## config.mk

```make
export PLATFORM = sky130hd
export DESIGN_NAME = apb_regbank
export DESIGN_NICKNAME = d
export VERILOG_FILES = /design/src/rtl/apb_regbank_pkg.sv /design/src/rtl/apb_wait_ctrl.sv /design/src/rtl/apb_regbank.sv
export SDC_FILE = /design/constraint.sdc
export NUM_CORES = 1
export LEC_CHECK = 0
export BUFFER_PORTS_ARGS = -buffer_cell sky130_fd_sc_hd__buf_4
export CAP_MARGIN = 40
export CORE_AREA = 2 2 137 139
export DETAILED_ROUTE_END_ITERATION = 6
export DIE_AREA = 0 0 139 141
export PLACE_DENSITY = 0.67
export SLEW_MARGIN = 0
export SYNTH_ARGS = -nofsm -noshare
export SYNTH_HDL_FRONTEND = slang
export SYNTH_SLANG_ARGS = --single-unit
```

## constraint.sdc

```tcl
create_clock -name PCLK -period 5.8 [get_ports PCLK]
set_input_delay 0.87 -clock PCLK [delete_from_list [all_inputs] [get_ports PCLK]]
set_output_delay 0.87 -clock PCLK [all_outputs]
set_load 0.01 [all_outputs]
```

## src/rtl/apb_regbank_pkg.sv

```systemverilog
// Shared types and constants for the APB register bank.
package apb_regbank_pkg;

    typedef enum logic {
        IDLE   = 1'b0,
        ACCESS = 1'b1
    } apb_state_e;

    localparam logic [31:0] ERR_DATA   = 32'hDEAD_BEEF;
    localparam int unsigned REG_STRIDE = 4;

endpackage

```

## src/rtl/apb_wait_ctrl.sv

```systemverilog
// APB slave handshake FSM: IDLE/ACCESS with a programmable wait-state counter.
module apb_wait_ctrl
    import apb_regbank_pkg::*;
#(
    parameter int unsigned WAIT_STATES = 0
) (
    input  logic PCLK,
    input  logic PRESETn,
    input  logic PSEL,
    input  logic PENABLE,
    output logic PREADY,
    output logic complete
);

    apb_state_e state_q;
    logic [3:0] cnt_q;

    always_ff @(posedge PCLK or negedge PRESETn) begin
        if (!PRESETn) begin
            state_q <= IDLE;
            cnt_q   <= '0;
        end else begin
            case (state_q)
                IDLE: begin
                    if (PSEL && !PENABLE) begin
                        state_q <= ACCESS;
                        cnt_q   <= 4'(WAIT_STATES);
                    end
                end
                ACCESS: begin
                    // A dropped PSEL abandons the transfer without completing it.
                    if (!PSEL) begin
                        state_q <= IDLE;
                        cnt_q   <= '0;
                    end else if (PENABLE) begin
                        if (cnt_q != 4'd0) begin
                            cnt_q <= cnt_q - 4'd1;
                        end else begin
                            state_q <= IDLE;
                        end
                    end
                end
                default: begin
                    state_q <= IDLE;
                    cnt_q   <= '0;
                end
            endcase
        end
    end

    assign PREADY   = (state_q == ACCESS) && PSEL && PENABLE && (cnt_q == 4'd0);
    assign complete = PREADY;

endmodule

```

## src/rtl/apb_regbank.sv

```systemverilog
// APB register bank: byte-strobed R/W registers, read-only status slots, error decode.
module apb_regbank
    import apb_regbank_pkg::*;
#(
    parameter int unsigned        DATA_W      = 32,
    parameter int unsigned        ADDR_W      = 16,
    parameter int unsigned        NUM_REGS    = 4,
    parameter int unsigned        WAIT_STATES = 0,
    parameter logic [NUM_REGS-1:0] RO_MASK    = '0
) (
    input  logic                         PCLK,
    input  logic                         PRESETn,
    input  logic                         PSEL,
    input  logic                         PENABLE,
    input  logic                         PWRITE,
    input  logic [ADDR_W-1:0]            PADDR,
    input  logic [DATA_W-1:0]            PWDATA,
    input  logic [DATA_W/8-1:0]          PSTRB,
    output logic                         PREADY,
    output logic                         PSLVERR,
    output logic [DATA_W-1:0]            PRDATA,
    output logic [NUM_REGS*DATA_W-1:0]   reg_out,
    input  logic [NUM_REGS*DATA_W-1:0]   reg_in,
    output logic [NUM_REGS-1:0]          reg_wr_pulse
);

    localparam int unsigned STRB_W = DATA_W / 8;
    localparam int unsigned OFS_W  = $clog2(REG_STRIDE);
    localparam int unsigned IDX_W  = ADDR_W - OFS_W;
    localparam logic [DATA_W-1:0] ERR_WORD = DATA_W'(ERR_DATA);

    logic                complete;
    logic [IDX_W-1:0]    idx;
    logic [NUM_REGS-1:0] sel;
    logic                hit_ro;
    logic                invalid;
    logic                wr_commit;
    logic [DATA_W-1:0]   rd_word;
    logic [DATA_W-1:0]   regs_q [NUM_REGS];
    logic [NUM_REGS-1:0] pulse_q;

    apb_wait_ctrl #(
        .WAIT_STATES (WAIT_STATES)
    ) u_wait_ctrl (
        .PCLK     (PCLK),
        .PRESETn  (PRESETn),
        .PSEL     (PSEL),
        .PENABLE  (PENABLE),
        .PREADY   (PREADY),
        .complete (complete)
    );

    // One-hot select; stays all-zero for misaligned or out-of-range addresses.
    always_comb begin
        idx    = PADDR[ADDR_W-1:OFS_W];
        sel    = '0;
        hit_ro = 1'b0;
        for (int i = 0; i < int'(NUM_REGS); i++) begin
            if (idx == IDX_W'(i) && PADDR[OFS_W-1:0] == '0) begin
                sel[i] = 1'b1;
                hit_ro = RO_MASK[i];
            end
        end
        invalid   = (sel == '0) || (PWRITE && hit_ro);
        wr_commit = complete && PWRITE && !invalid;
    end

    always_comb begin
        rd_word = '0;
        for (int i = 0; i < int'(NUM_REGS); i++) begin
            if (sel[i]) begin
                rd_word = RO_MASK[i] ? reg_in[i*DATA_W +: DATA_W] : regs_q[i];
            end
        end
        PRDATA  = (complete && !PWRITE) ? (invalid ? ERR_WORD : rd_word) : '0;
        PSLVERR = complete && invalid;
    end

    always_ff @(posedge PCLK or negedge PRESETn) begin
        if (!PRESETn) begin
            for (int i = 0; i < int'(NUM_REGS); i++) begin
                regs_q[i] <= '0;
            end
            pulse_q <= '0;
        end else begin
            for (int i = 0; i < int'(NUM_REGS); i++) begin
                for (int b = 0; b < int'(STRB_W); b++) begin
                    if (wr_commit && sel[i] && !RO_MASK[i] && PSTRB[b]) begin
                        regs_q[i][8*b +: 8] <= PWDATA[8*b +: 8];
                    end
                end
            end
            pulse_q <= (wr_commit && (PSTRB != '0)) ? sel : '0;
        end
    end

    always_comb begin
        for (int i = 0; i < int'(NUM_REGS); i++) begin
            reg_out[i*DATA_W +: DATA_W] = regs_q[i];
        end
    end

    assign reg_wr_pulse = pulse_q;

endmodule

```

==> impl_results.md <==
* Status: finished, final reports clean
* # DRC at 0
* Final Cycle Share at about 69%
* Post-Syn Area per Cell at 15.7 µm²
* Worst-path clk slew at ~60 ps
* DRT antenna net count at 0
* Dpl cell area at roughly 8500 µm²
* Total Power at between 2000 and 2500 µW
* Clock tree buffer depth at 2
* Critical Path AT at 3130 ps
* Final Max Tran Viols at 0
* Htree depth at 4
* Synthesized net count at 602
* Register area at 3430 µm²
* Class of the worst hold path: primary input to asynchronous set/reset pin
* Most common cell after layout, fill and taps aside: buf_4
* Largest net degree at the start of global routing at slightly above 80
* Top FF cell, synth: dfrtp_1
* Pleak at ~0.0047 µW
* Maximum VDD drop at around 180 µV
* Final Hold Violating Endpoints at 0
* Nets at 830
* Netlist cell types at 30
* Setup repair bufs after CTS at 0
* GRT Overall Usage at about a fifth
* Detailed-route via count at 4,663
* Avg WL per Cell at about 21 µm
* Clk_lat worst skew at 410 ps
* Number of vias per cell at approximately 5.2
* Area of the die at 19,600 µm²
* Critical path class: primary input to output port
* Initial antenna violation count at 0
* Maximum Capacitance Violations at 0
* CTS root buffer: clkbuf_16
* Clock Sink Count at roughly 140
* PwrDens at 243 nW/µm²
* DP HPWL at 13,400 µm
* Die H at approximately 140 µm
* Seq/Total Area, Yosys at 52.7%
* First-pass GRT wire length at 29,800 µm
* Fmax at roughly 250 MHz
* Io pins at between 300 and 400
* Multi-input logic area at roughly 3000 µm²
* Seq cells post-synth at roughly 140
* CTS resizes at 0
* Iter 0 DRT Violations at 156
* Fin crit period at 4000 ps
* Final TNS setup at 0 ps
* Yosys warns at 0
* Area delta synth->final at 39.9%
* Input/output buffers at 222
* Commonest cells after routing, fill and taps aside: buf_4 (225), dfrtp_1 (137), mux2_2 (88)
* Async set-or-reset flop fraction in the synthesized netlist at 100%
* Crit Path Max Fanout at 27
* TritonCTS clock tree: yes
* Starting Density at between 30% and 40%
* Synthesized cell area at 6510 µm²
* Share of layout cells above drive strength 1 at 61.9%
* Final Setup Violations at 0
* Row Count at 50
* Core area at around 18,000 µm²
* Final WL at 19,000 µm
* Worst-margin pin slew at 792 ps
* Max Clock Skew at slightly above 7 ps
* Post-place setup slack at ~1800 ps
* FILL cells at ~1,600
* Cells after Synth at 416
* CTS buffer count at 17
* Vias in the first global route at 4,957
* Number of flops mapped to enable cells by yosys at 0
* Relative slew slack at 46.7%
* DRT Pass-1 Iters at 4
* Crit path required time at approximately 5000 ps
* Crit start category: primary input
* Worst setup margin at 1800 ps
* Crit end category: output port
* Final Wtd Congestion at between 0.7 and 0.8
* Hold slack at around 470 ps
* Global route total overflow at 0
* Die W at between 100 and 150 µm
* RSZ-0062 raised after global routing: false
* Hold Buf Count CTS at 0
* Fin area at 9110 µm²
-- flip-flops by register name (all words and copies together) (netlist names) --
signal	flops
reg_wr_pulse	4
u_wait_ctrl.state_q	1
reg_out	128
u_wait_ctrl.cnt_q	4
-- layout make-up --
| class | count | share of cell area [%] |
|---|---|---|
| inverter | 5 | 0.206 |
| clock inverter | 11 | 1.91 |
| timing repair buffer | 229 | 19.2 |
| antenna | 1 | 0.0275 |
| sequential | 137 | 37.6 |
| tap | 234 | 3.22 |
| clock buffer | 18 | 4.82 |
| multi-input combinational | 254 | 32.9 |
-- cells in the mapped netlist (all sizes together) (4+ instances only) --
cell type  number  area (µm²)
clkbuf         14        52.6
and3            8        50.1
a21oi           5        25.0
or4             4        42.5
o21a           24         180
inv             5        18.8
buf             6        25.0
o21ai           6        30.0
nor4           10         123
nand3          20         270
dfrtp         137        3430
mux4           32         721
mux2          128        1440
-- stage by stage --
step | util (%) | cells
2_1_floorplan | - | 416
3_3_place_gp | 46.2 | 856
3_5_place_dp | 46.5 | 859
4_1_cts | 49.8 | 888
5_1_grt | 49.8 | 888
6_report | 49.8 | 889
-- worst max-delay path, cell delays in order --
cell and delay [ps]:
buf_4 110, or4_4 590, or4_2 1090, o21a_1 320, buf_4 140
-- metal layers --
layer	track usage [%]	part of all wire [%]	vias up
met1	26.1	44	2396
met4	5.10	1.1	0
met3	7.24	8.5	15
li1	-	-	2053
met2	31.3	47	199
met5	0	0	-
-- power by group --
group	internal, µW	leakage [µW]	switching (µW)
registers	956	0.00191	0.379
clock network	725	0.000290	421
logic	44.4	0.00246	64.0
total	1730	0.00466	485
-- kinds of logic (layout without fill, tap and decap cells) --
family          Yosys count  after routing  synth area share [%]
fa+ha+maj                 1              1                 0.192
mux                     160            160                  33.2
flops                   137            137                  52.7
simple gates             57             57                  8.76
compound gates           36             36                  3.71
other cells               0              1                     0
buf+inv                  25            263                  1.48
-- path summary, 6_finish.rpt --
path / startpoint / cells past startpoint / slack [ps] / end
worst max-delay path: PADDR[11] / 5 / 1800 / PRDATA[11]
worst min-delay path: PRESETn / 1 / 470 / reg_out[122]$_DFFE_PN0P_
worst max register to register: u_wait_ctrl.cnt_q[1]$_DFFE_PN0P_ / 7 / 3180 / reg_out[99]$_DFFE_PN0P_
worst min register to register: u_wait_ctrl.cnt_q[3]$_DFFE_PN0P_ / 1 / 510 / u_wait_ctrl.cnt_q[3]$_DFFE_PN0P_
max in group asynchronous: PRESETn / 2 / 4090 / reg_out[108]$_DFFE_PN0P_
min in group PCLK: u_wait_ctrl.cnt_q[3]$_DFFE_PN0P_ / 1 / 510 / u_wait_ctrl.cnt_q[3]$_DFFE_PN0P_
(Power assumes the default switching activity.)
